### config.mk
export PLATFORM = sky130hd
export DESIGN_NAME = la_trg_seq_flat
export DESIGN_NICKNAME = d
export VERILOG_FILES = /design/src/rtl/la_trg_seq_pkg.sv /design/src/rtl/la_trg_seq_if.sv /design/src/rtl/la_trg_seq_cmp.sv /design/src/rtl/la_trg_seq.sv /design/src/flat_wrapper.sv
export SDC_FILE = /design/constraint.sdc
export NUM_CORES = 1
export LEC_CHECK = 0
export BUFFER_PORTS_ARGS = -buffer_cell sky130_fd_sc_hd__buf_2
export CORE_AREA = 2 2 150 152
export CTS_CLUSTER_DIAMETER = 50
export CTS_CLUSTER_SIZE = 24
export DETAILED_ROUTE_END_ITERATION = 10
export DIE_AREA = 0 0 152 154
export PLACE_DENSITY_LB_ADDON = 0.2
export SYNTH_ARGS = -nofsm -noshare
export SYNTH_HDL_FRONTEND = slang
export SYNTH_SLANG_ARGS = --single-unit
export TNS_END_PERCENT = 5
### constraint.sdc
create_clock -name clk -period 12.28 [get_ports clk]
set_clock_uncertainty 0.15 [all_clocks]
set_input_delay 1.228 -clock clk [delete_from_list [all_inputs] [get_ports clk]]
set_output_delay 1.228 -clock clk [all_outputs]
set_load 0.02 [all_outputs]
### src/rtl/la_trg_seq_pkg.sv
// Shared types for the la_trg_seq trigger sequencer.
//   la_seq_st_t : sequencer state (IDLE / ARMED / DONE)
//   LA_SN_MAX   : largest supported stage count
package la_trg_seq_pkg;

    localparam int LA_SN_MAX = 16;

    typedef enum logic [1:0] {
        IDLE  = 2'd0,
        ARMED = 2'd1,
        DONE  = 2'd2
    } la_seq_st_t;

endpackage

### src/rtl/la_trg_seq_if.sv
// Single-lane AXI4-stream bundle.
//   s : source (master) side, drives TVALID/TDATA/TKEEP/TLAST, samples TREADY
//   d : destination (slave) side, samples payload, drives TREADY
interface axi4_stream_if #(
    parameter int DW = 16
) ();
    logic          TVALID;
    logic          TREADY;
    logic [DW-1:0] TDATA;
    logic          TKEEP;
    logic          TLAST;

    modport s (output TVALID, TDATA, TKEEP, TLAST, input TREADY);
    modport d (input TVALID, TDATA, TKEEP, TLAST, output TREADY);
endinterface

### src/rtl/la_trg_seq_cmp.sv
// Combinational stage matcher for one sequencer stage.
//   msk_i/val_i : masked equality compare of d_i against val_i
//   pos_i/neg_i : rising/falling edge selects against prev_i
//   pv_i        : prev_i holds a real earlier beat
//   hit_o       : compare and edge conditions both satisfied
module la_trg_seq_cmp #(
    parameter int DW = 16
) (
    input  logic [DW-1:0] msk_i,
    input  logic [DW-1:0] val_i,
    input  logic [DW-1:0] pos_i,
    input  logic [DW-1:0] neg_i,
    input  logic [DW-1:0] d_i,
    input  logic [DW-1:0] prev_i,
    input  logic          pv_i,
    output logic          hit_o
);
    logic cmp, edg_sel, edg;

    assign cmp     = ((d_i ^ val_i) & msk_i) == '0;
    assign edg_sel = |(pos_i | neg_i);
    // No edge history right after arming, so edge terms cannot fire yet.
    assign edg     = pv_i & ((|(pos_i & ~prev_i & d_i)) | (|(neg_i & prev_i & ~d_i)));
    // A stage with no edge selects matches on compare alone.
    assign hit_o   = cmp & (~edg_sel | edg);
endmodule

### src/rtl/la_trg_seq.sv
// Multi-stage trigger sequencer for the logic analyzer.
// Watches an AXI4-stream through a one-beat register slice and walks up to SN
// stages (mask/value match, edge match, occurrence count); pulses trg_out when
// the last active stage completes.
//   clk, rst          : clock, async active-high reset
//   sti / sto         : monitored input stream / registered copy
//   ctl_rst, ctl_arm  : synchronous clear / start at stage 0
//   cfg_*             : continuous mode, last stage, per-stage match config
//   sts_arm/stg/cnt   : armed flag, current stage, hits in current stage
//   trg_out           : one-cycle trigger, aligned with the triggering beat on sto
module la_trg_seq
    import la_trg_seq_pkg::*;
#(
    parameter  int DW = 16,
    parameter  int SN = 4,
    parameter  int CW = 16,
    localparam int SW = (SN > 1) ? $clog2(SN) : 1
) (
    input  logic                  clk,
    input  logic                  rst,
    axi4_stream_if.d              sti,
    axi4_stream_if.s              sto,
    input  logic                  ctl_rst,
    input  logic                  ctl_arm,
    input  logic                  cfg_con,
    input  logic [SW-1:0]         cfg_lst,
    input  logic [SN-1:0][DW-1:0] cfg_msk,
    input  logic [SN-1:0][DW-1:0] cfg_val,
    input  logic [SN-1:0][DW-1:0] cfg_pos,
    input  logic [SN-1:0][DW-1:0] cfg_neg,
    input  logic [SN-1:0][CW-1:0] cfg_cnt,
    output logic                  sts_arm,
    output logic [SW-1:0]         sts_stg,
    output logic [CW-1:0]         sts_cnt,
    output logic                  trg_out
);
    typedef struct packed {
        logic [DW-1:0] msk;
        logic [DW-1:0] val;
        logic [DW-1:0] pos;
        logic [DW-1:0] neg;
        logic [CW-1:0] cnt;
    } la_stg_cfg_t;

    la_seq_st_t    st_q, st_d;
    logic [SW-1:0] stg_q, stg_d;
    logic [CW-1:0] cnt_q, cnt_d;
    logic          trg_q, trg_d;
    logic [DW-1:0] prev_q, prev_d;
    logic          pv_q, pv_d;

    logic          sto_vld_q;
    logic [DW-1:0] sto_dat_q;
    logic          sto_keep_q, sto_last_q;

    logic          rdy, beat, hit, done;
    la_stg_cfg_t   cur;
    logic [SW-1:0] lst;
    logic [CW:0]   cnt_inc;
    logic [CW-1:0] tgt;

    // ---- register slice ----
    assign rdy        = ~sto_vld_q | sto.TREADY;
    assign sti.TREADY = rdy;
    assign beat       = sti.TVALID & rdy;

    always_ff @(posedge clk or posedge rst) begin
        if (rst) begin
            sto_vld_q  <= 1'b0;
            sto_dat_q  <= '0;
            sto_keep_q <= 1'b0;
            sto_last_q <= 1'b0;
        end else if (ctl_rst) begin
            sto_vld_q  <= 1'b0;
        end else if (beat) begin
            sto_vld_q  <= 1'b1;
            sto_dat_q  <= sti.TDATA;
            sto_keep_q <= sti.TKEEP;
            sto_last_q <= sti.TLAST;
        end else if (sto.TREADY) begin
            sto_vld_q  <= 1'b0;
        end
    end

    assign sto.TVALID = sto_vld_q;
    assign sto.TDATA  = sto_dat_q;
    assign sto.TKEEP  = sto_keep_q;
    assign sto.TLAST  = sto_last_q;

    // ---- current-stage config and matcher ----
    always_comb begin
        cur = '{msk: cfg_msk[stg_q], val: cfg_val[stg_q], pos: cfg_pos[stg_q],
                neg: cfg_neg[stg_q], cnt: cfg_cnt[stg_q]};
    end

    la_trg_seq_cmp #(.DW(DW)) u_cmp (
        .msk_i  (cur.msk),
        .val_i  (cur.val),
        .pos_i  (cur.pos),
        .neg_i  (cur.neg),
        .d_i    (sti.TDATA),
        .prev_i (prev_q),
        .pv_i   (pv_q),
        .hit_o  (hit)
    );

    assign lst     = (int'(cfg_lst) > SN - 1) ? SW'(SN - 1) : cfg_lst;
    // One extra bit so a hit at an all-ones count cannot wrap the compare.
    assign cnt_inc = {1'b0, cnt_q} + (CW+1)'(1);
    assign tgt     = (cur.cnt == '0) ? CW'(1) : cur.cnt;
    assign done    = cnt_inc >= {1'b0, tgt};

    // ---- sequencer FSM ----
    always_ff @(posedge clk or posedge rst) begin
        if (rst) begin
            st_q   <= IDLE;
            stg_q  <= '0;
            cnt_q  <= '0;
            trg_q  <= 1'b0;
            prev_q <= '0;
            pv_q   <= 1'b0;
        end else begin
            st_q   <= st_d;
            stg_q  <= stg_d;
            cnt_q  <= cnt_d;
            trg_q  <= trg_d;
            prev_q <= prev_d;
            pv_q   <= pv_d;
        end
    end

    always_comb begin
        st_d   = st_q;
        stg_d  = stg_q;
        cnt_d  = cnt_q;
        trg_d  = 1'b0;
        prev_d = prev_q;
        pv_d   = pv_q;
        if (beat) begin
            prev_d = sti.TDATA;
            pv_d   = 1'b1;
        end
        if (ctl_rst) begin
            st_d  = IDLE;
            stg_d = '0;
            cnt_d = '0;
            pv_d  = 1'b0;
        end else if (ctl_arm) begin
            st_d  = ARMED;
            stg_d = '0;
            cnt_d = '0;
            pv_d  = 1'b0;
        end else if (st_q == ARMED && beat && hit) begin
            if (done) begin
                cnt_d = '0;
                // >= keeps a lowered cfg_lst from letting the stage index run off.
                if (stg_q >= lst) begin
                    trg_d = 1'b1;
                    stg_d = '0;
                    st_d  = cfg_con ? ARMED : DONE;
                end else begin
                    stg_d = stg_q + SW'(1);
                end
            end else begin
                cnt_d = cnt_inc[CW-1:0];
            end
        end
    end

    assign sts_arm = (st_q == ARMED);
    assign sts_stg = stg_q;
    assign sts_cnt = cnt_q;
    assign trg_out = trg_q;
endmodule
### src/flat_wrapper.sv
// flat-port wrapper written by rule: the top's interface ports become plain ports
module la_trg_seq_flat import la_trg_seq_pkg::*;
#(
    parameter  int DW = 16,
    parameter  int SN = 4,
    parameter  int CW = 16,
    localparam int SW = (SN > 1) ? $clog2(SN) : 1
)
  (clk, rst, ctl_rst, ctl_arm, cfg_con, cfg_lst, cfg_msk, cfg_val, cfg_pos, cfg_neg, cfg_cnt, sts_arm, sts_stg, sts_cnt, trg_out, sti_TVALID, sti_TDATA, sti_TKEEP, sti_TLAST, sti_TREADY, sto_TVALID, sto_TDATA, sto_TKEEP, sto_TLAST, sto_TREADY);
  axi4_stream_if #(.DW(DW)) sti_i ();
  axi4_stream_if #(.DW(DW)) sto_i ();
  input  logic clk;
  input  logic rst;
  input  logic ctl_rst;
  input  logic ctl_arm;
  input  logic cfg_con;
  input  logic [SW-1:0] cfg_lst;
  input  logic [SN-1:0][DW-1:0] cfg_msk;
  input  logic [SN-1:0][DW-1:0] cfg_val;
  input  logic [SN-1:0][DW-1:0] cfg_pos;
  input  logic [SN-1:0][DW-1:0] cfg_neg;
  input  logic [SN-1:0][CW-1:0] cfg_cnt;
  output logic sts_arm;
  output logic [SW-1:0] sts_stg;
  output logic [CW-1:0] sts_cnt;
  output logic trg_out;
  input wire logic [$bits(sti_i.TVALID)-1:0] sti_TVALID;
  input wire logic [$bits(sti_i.TDATA)-1:0] sti_TDATA;
  input wire logic [$bits(sti_i.TKEEP)-1:0] sti_TKEEP;
  input wire logic [$bits(sti_i.TLAST)-1:0] sti_TLAST;
  output wire logic [$bits(sti_i.TREADY)-1:0] sti_TREADY;
  output wire logic [$bits(sto_i.TVALID)-1:0] sto_TVALID;
  output wire logic [$bits(sto_i.TDATA)-1:0] sto_TDATA;
  output wire logic [$bits(sto_i.TKEEP)-1:0] sto_TKEEP;
  output wire logic [$bits(sto_i.TLAST)-1:0] sto_TLAST;
  input wire logic [$bits(sto_i.TREADY)-1:0] sto_TREADY;
  assign sti_i.TVALID = sti_TVALID;
  assign sti_i.TDATA = sti_TDATA;
  assign sti_i.TKEEP = sti_TKEEP;
  assign sti_i.TLAST = sti_TLAST;
  assign sti_TREADY = sti_i.TREADY;
  assign sto_TVALID = sto_i.TVALID;
  assign sto_TDATA = sto_i.TDATA;
  assign sto_TKEEP = sto_i.TKEEP;
  assign sto_TLAST = sto_i.TLAST;
  assign sto_i.TREADY = sto_TREADY;
  la_trg_seq #(.DW(DW), .SN(SN), .CW(CW)) u_core (.clk(clk), .rst(rst), .sti(sti_i), .sto(sto_i), .ctl_rst(ctl_rst), .ctl_arm(ctl_arm), .cfg_con(cfg_con), .cfg_lst(cfg_lst), .cfg_msk(cfg_msk), .cfg_val(cfg_val), .cfg_pos(cfg_pos), .cfg_neg(cfg_neg), .cfg_cnt(cfg_cnt), .sts_arm(sts_arm), .sts_stg(sts_stg), .sts_cnt(sts_cnt), .trg_out(trg_out));
endmodule
==> flow_summary.ini <==
[synthesis]
synth_seq_cells = 57
post_synth_xor_area_fraction_pct = 4.38
synth_edf_count = 0
yosysWarnings = 0
synth_nets = 1108
synth_top_family_by_area = simple AND/OR/NAND/NOR gates
yosys.area_share.simple_pct = 24.4
synth_compound_area_share_pct = 16.4
synth_area_per_cell_um2 = 8.89
ys_seq_area_share_pct = 21.6
synth_area_mm2 = 0.00660
synthFlopType = dfrtp_1
synth_fa_ha_area_share_pct = 3.60
synth_cell_types = 76
async_reset_ff_share_pct = 100
synth_cells = 742
synth_mux_area_share_pct = 21.6

[worst_setup_path]
cp.arrival_ps = 4390
worstSetupStartpoint = u_core.sts_stg[1]$_DFFE_PP0P_
startpoint_type = register
cp-end-kind = register
r2r-start = u_core.sts_stg[1]$_DFFE_PP0P_
path_max_fanout = 82
required_ps = 12360
path_class = reg2reg

[cells_and_area]
layout.nets = 1457
mostFrequentLayoutCells = buf_2, nand2_1, dfrtp_1
syn_to_final_growth_pct = 34.4
final_common_cell = buf_2
drive_gt1_share_pct = 44.0
stdcell_count = 1377

[global_routing]
grt_first_pass_wirelength_um = 42800
top_usage_layer = met2
met2_usage_pct = 44.1
grt_antenna_before_repair = 4
use_met3_pct = 4.99
grt_pass1_vias = 7473
met1_usage_pct = 27.5
grt-ovfl-total = 0
grt_use_total_pct = 23.6
grt_max_degree = 83

[pwr]
ir_drop_v = 0.0000535
power_leakage_nw = 4.08
totalPowerFinal_uw = 673
power_density_mw_per_mm2 = 76.0

[detailed_routing]
firstDrtPassIters = 5
num_vias = 7393
vias_per_cell = 5.37
drc = 0
ant_nets = 0
wl_per_cell_um = 20.7
drt_wl_total_um = 28500
drt-initial-drc-count = 383

[sta]
min_period_ps = 4310
worst_slack_ps = 7970
rsz0062_at_grt = false
slew_violations = 0
fin_crit_sh_pct = 35.1
tightestPinTransition_ps = 1090
timing.setup.tns_ps = 0
finalSetupViolCount = 0
maxSlewHeadroom_pct = 27.6
max_freq_mhz = 232
hold_violations = 0

[placed_design]
place_inst = 1360
hpwl_um = 23400
gp_congestion = 0.957
preCtsSetupSlack_ps = 7780
numPortBuffers = 386

[cts]
clk_pin_slew_ps = 60
postCtsHoldBufs = 0
clock_latency_ps = 340
root_buffer = clkbuf_16
numCtsBuffers = 9
cts_resized = 0
cts_buffer_depth = 2
cts_tree = done
cts_setup_buffers = 0
htree_levels = 3
cts_sinks = 57

[die]
ios = 387
start_util_pct = 30.4
rows = 54
die_y_um = 154
fp.dieW_um = 152
design.core.area_mm2 = 0.0217
fp.dieArea_mm2 = 0.0234

[hold_path]
worstHoldStart = u_core.sto.TDATA[2]$_DFFE_PP0P_
hp-class = reg2reg

[status]
status = finished, final reports clean

[flow_run]
cap_violations = 0
-- worst max-delay path, stage by stage (launching register included) --
cell and delay [ps]:
dfrtp_4 720, buf_4 900, mux2_2 430, and3_1 200
nor4_1 270, o2111ai_1 160, o41a_1 390, o221a_2 470
and4b_1 260, o21a_1 160
-- layer usage --
metal | routed length (µm) | up-vias
li1 | - | 3570
met1 | 11200 | 3455
met2 | 14700 | 330
met3 | 2010 | 34
met4 | 532 | 4
met5 | 22 | -
-- per-stage QoR --
step	instance area [µm²]	hold slack [ps]	util, %
finish	8870	324	40.9
global route	8870	370	40.9
CTS	8860	332	40.9
detailed placement	8560	320	39.5
global placement	8560	308	39.5
floorplan	6600	312	-
-- report_power, final --
| group | total (mW) | switching (mW) | internal [mW] |
|---|---|---|---|
| Sequential | 0.217 | 0.0121 | 0.205 |
| Clock | 0.260 | 0.0920 | 0.167 |
| Combinational | 0.197 | 0.101 | 0.0959 |
-- kinds of logic (layout without fill, tap and decap cells) --
family                     Yosys count  count (layout)
AOI/OAI and AO/OA                  152             152
xor gates and xnor gates            33              33
adders and majority gates           19              19
buffers and inverters               95             449
DFF                                 57              57
muxes                              105             105
other                                0               1
and+or+nand+nor                    281             281
-- synthesized netlist by cell type, types with 4 or more instances --
cell | count | area share (%)
nand3_1 | 22 | 1.7
o21ai_1 | 10 | 0.76
clkbuf_1 | 20 | 1.1
xor2_1 | 23 | 3.1
mux2i_1 | 48 | 7.3
nand4_1 | 27 | 2.6
and3_1 | 13 | 1.2
nor3_1 | 14 | 1.1
or4_1 | 6 | 0.68
buf_6 | 13 | 2.2
nand4b_1 | 9 | 1.2
mux4_1 | 6 | 2.4
buf_2 | 11 | 0.83
nand3b_1 | 28 | 3.2
o2111ai_1 | 4 | 0.53
o21ai_0 | 27 | 2.0
o22ai_1 | 13 | 1.2
xnor2_1 | 10 | 1.3
o32ai_1 | 10 | 1.3
dfrtp_1 | 57 | 22
nand2_1 | 58 | 3.3
ha_1 | 19 | 3.6
nand2b_1 | 12 | 1.1
a311oi_1 | 6 | 0.80
mux4_2 | 19 | 6.5
a22oi_1 | 7 | 0.80
mux2_2 | 32 | 5.5
a32o_1 | 4 | 0.61
nor2_1 | 33 | 1.9
or3b_2 | 6 | 0.80
nor2b_1 | 7 | 0.66
inv_1 | 41 | 2.3
nor4_1 | 28 | 2.7
a32oi_1 | 6 | 0.80
a21oi_1 | 25 | 1.9
-- final cells by class --
class	count	area [µm²]
Clock buffer	13	260
Tap cell	280	350
Sequential cell	57	1430
Clock inverter	3	40.0
Inverter	41	154
Fill cell	2238	12800
Antenna cell	1	2.50
Timing Repair Buffer	392	1980
Multi-Input combinational cell	590	4650
-- state kept, by name (all words and copies together), names as in the netlist, 2 cells and up --
register and cells:
u_core.sts_cnt 16, u_core.st_q 2, u_core.prev_q 16, u_core.sto.TDATA 16
u_core.sts_stg 2
-- path summary, 6_finish.rpt --
kind	endpoint	slack (ps)	cells after the start
max	u_core.sts_cnt[8]$_DFFE_PP0P_	7970	9
min	u_core.sto.TDATA[2]$_DFFE_PP0P_	320	2
max reg2reg	u_core.sts_cnt[8]$_DFFE_PP0P_	7970	9
min reg2reg	u_core.sto.TDATA[2]$_DFFE_PP0P_	320	2
max in group asynchronous	u_core.sts_stg[0]$_DFFE_PP0P_	10420	3
min in group asynchronous	u_core.sto.TKEEP$_DFFE_PP0P_	970	3
No activity file was read; power rests on OpenSTA's default activity.
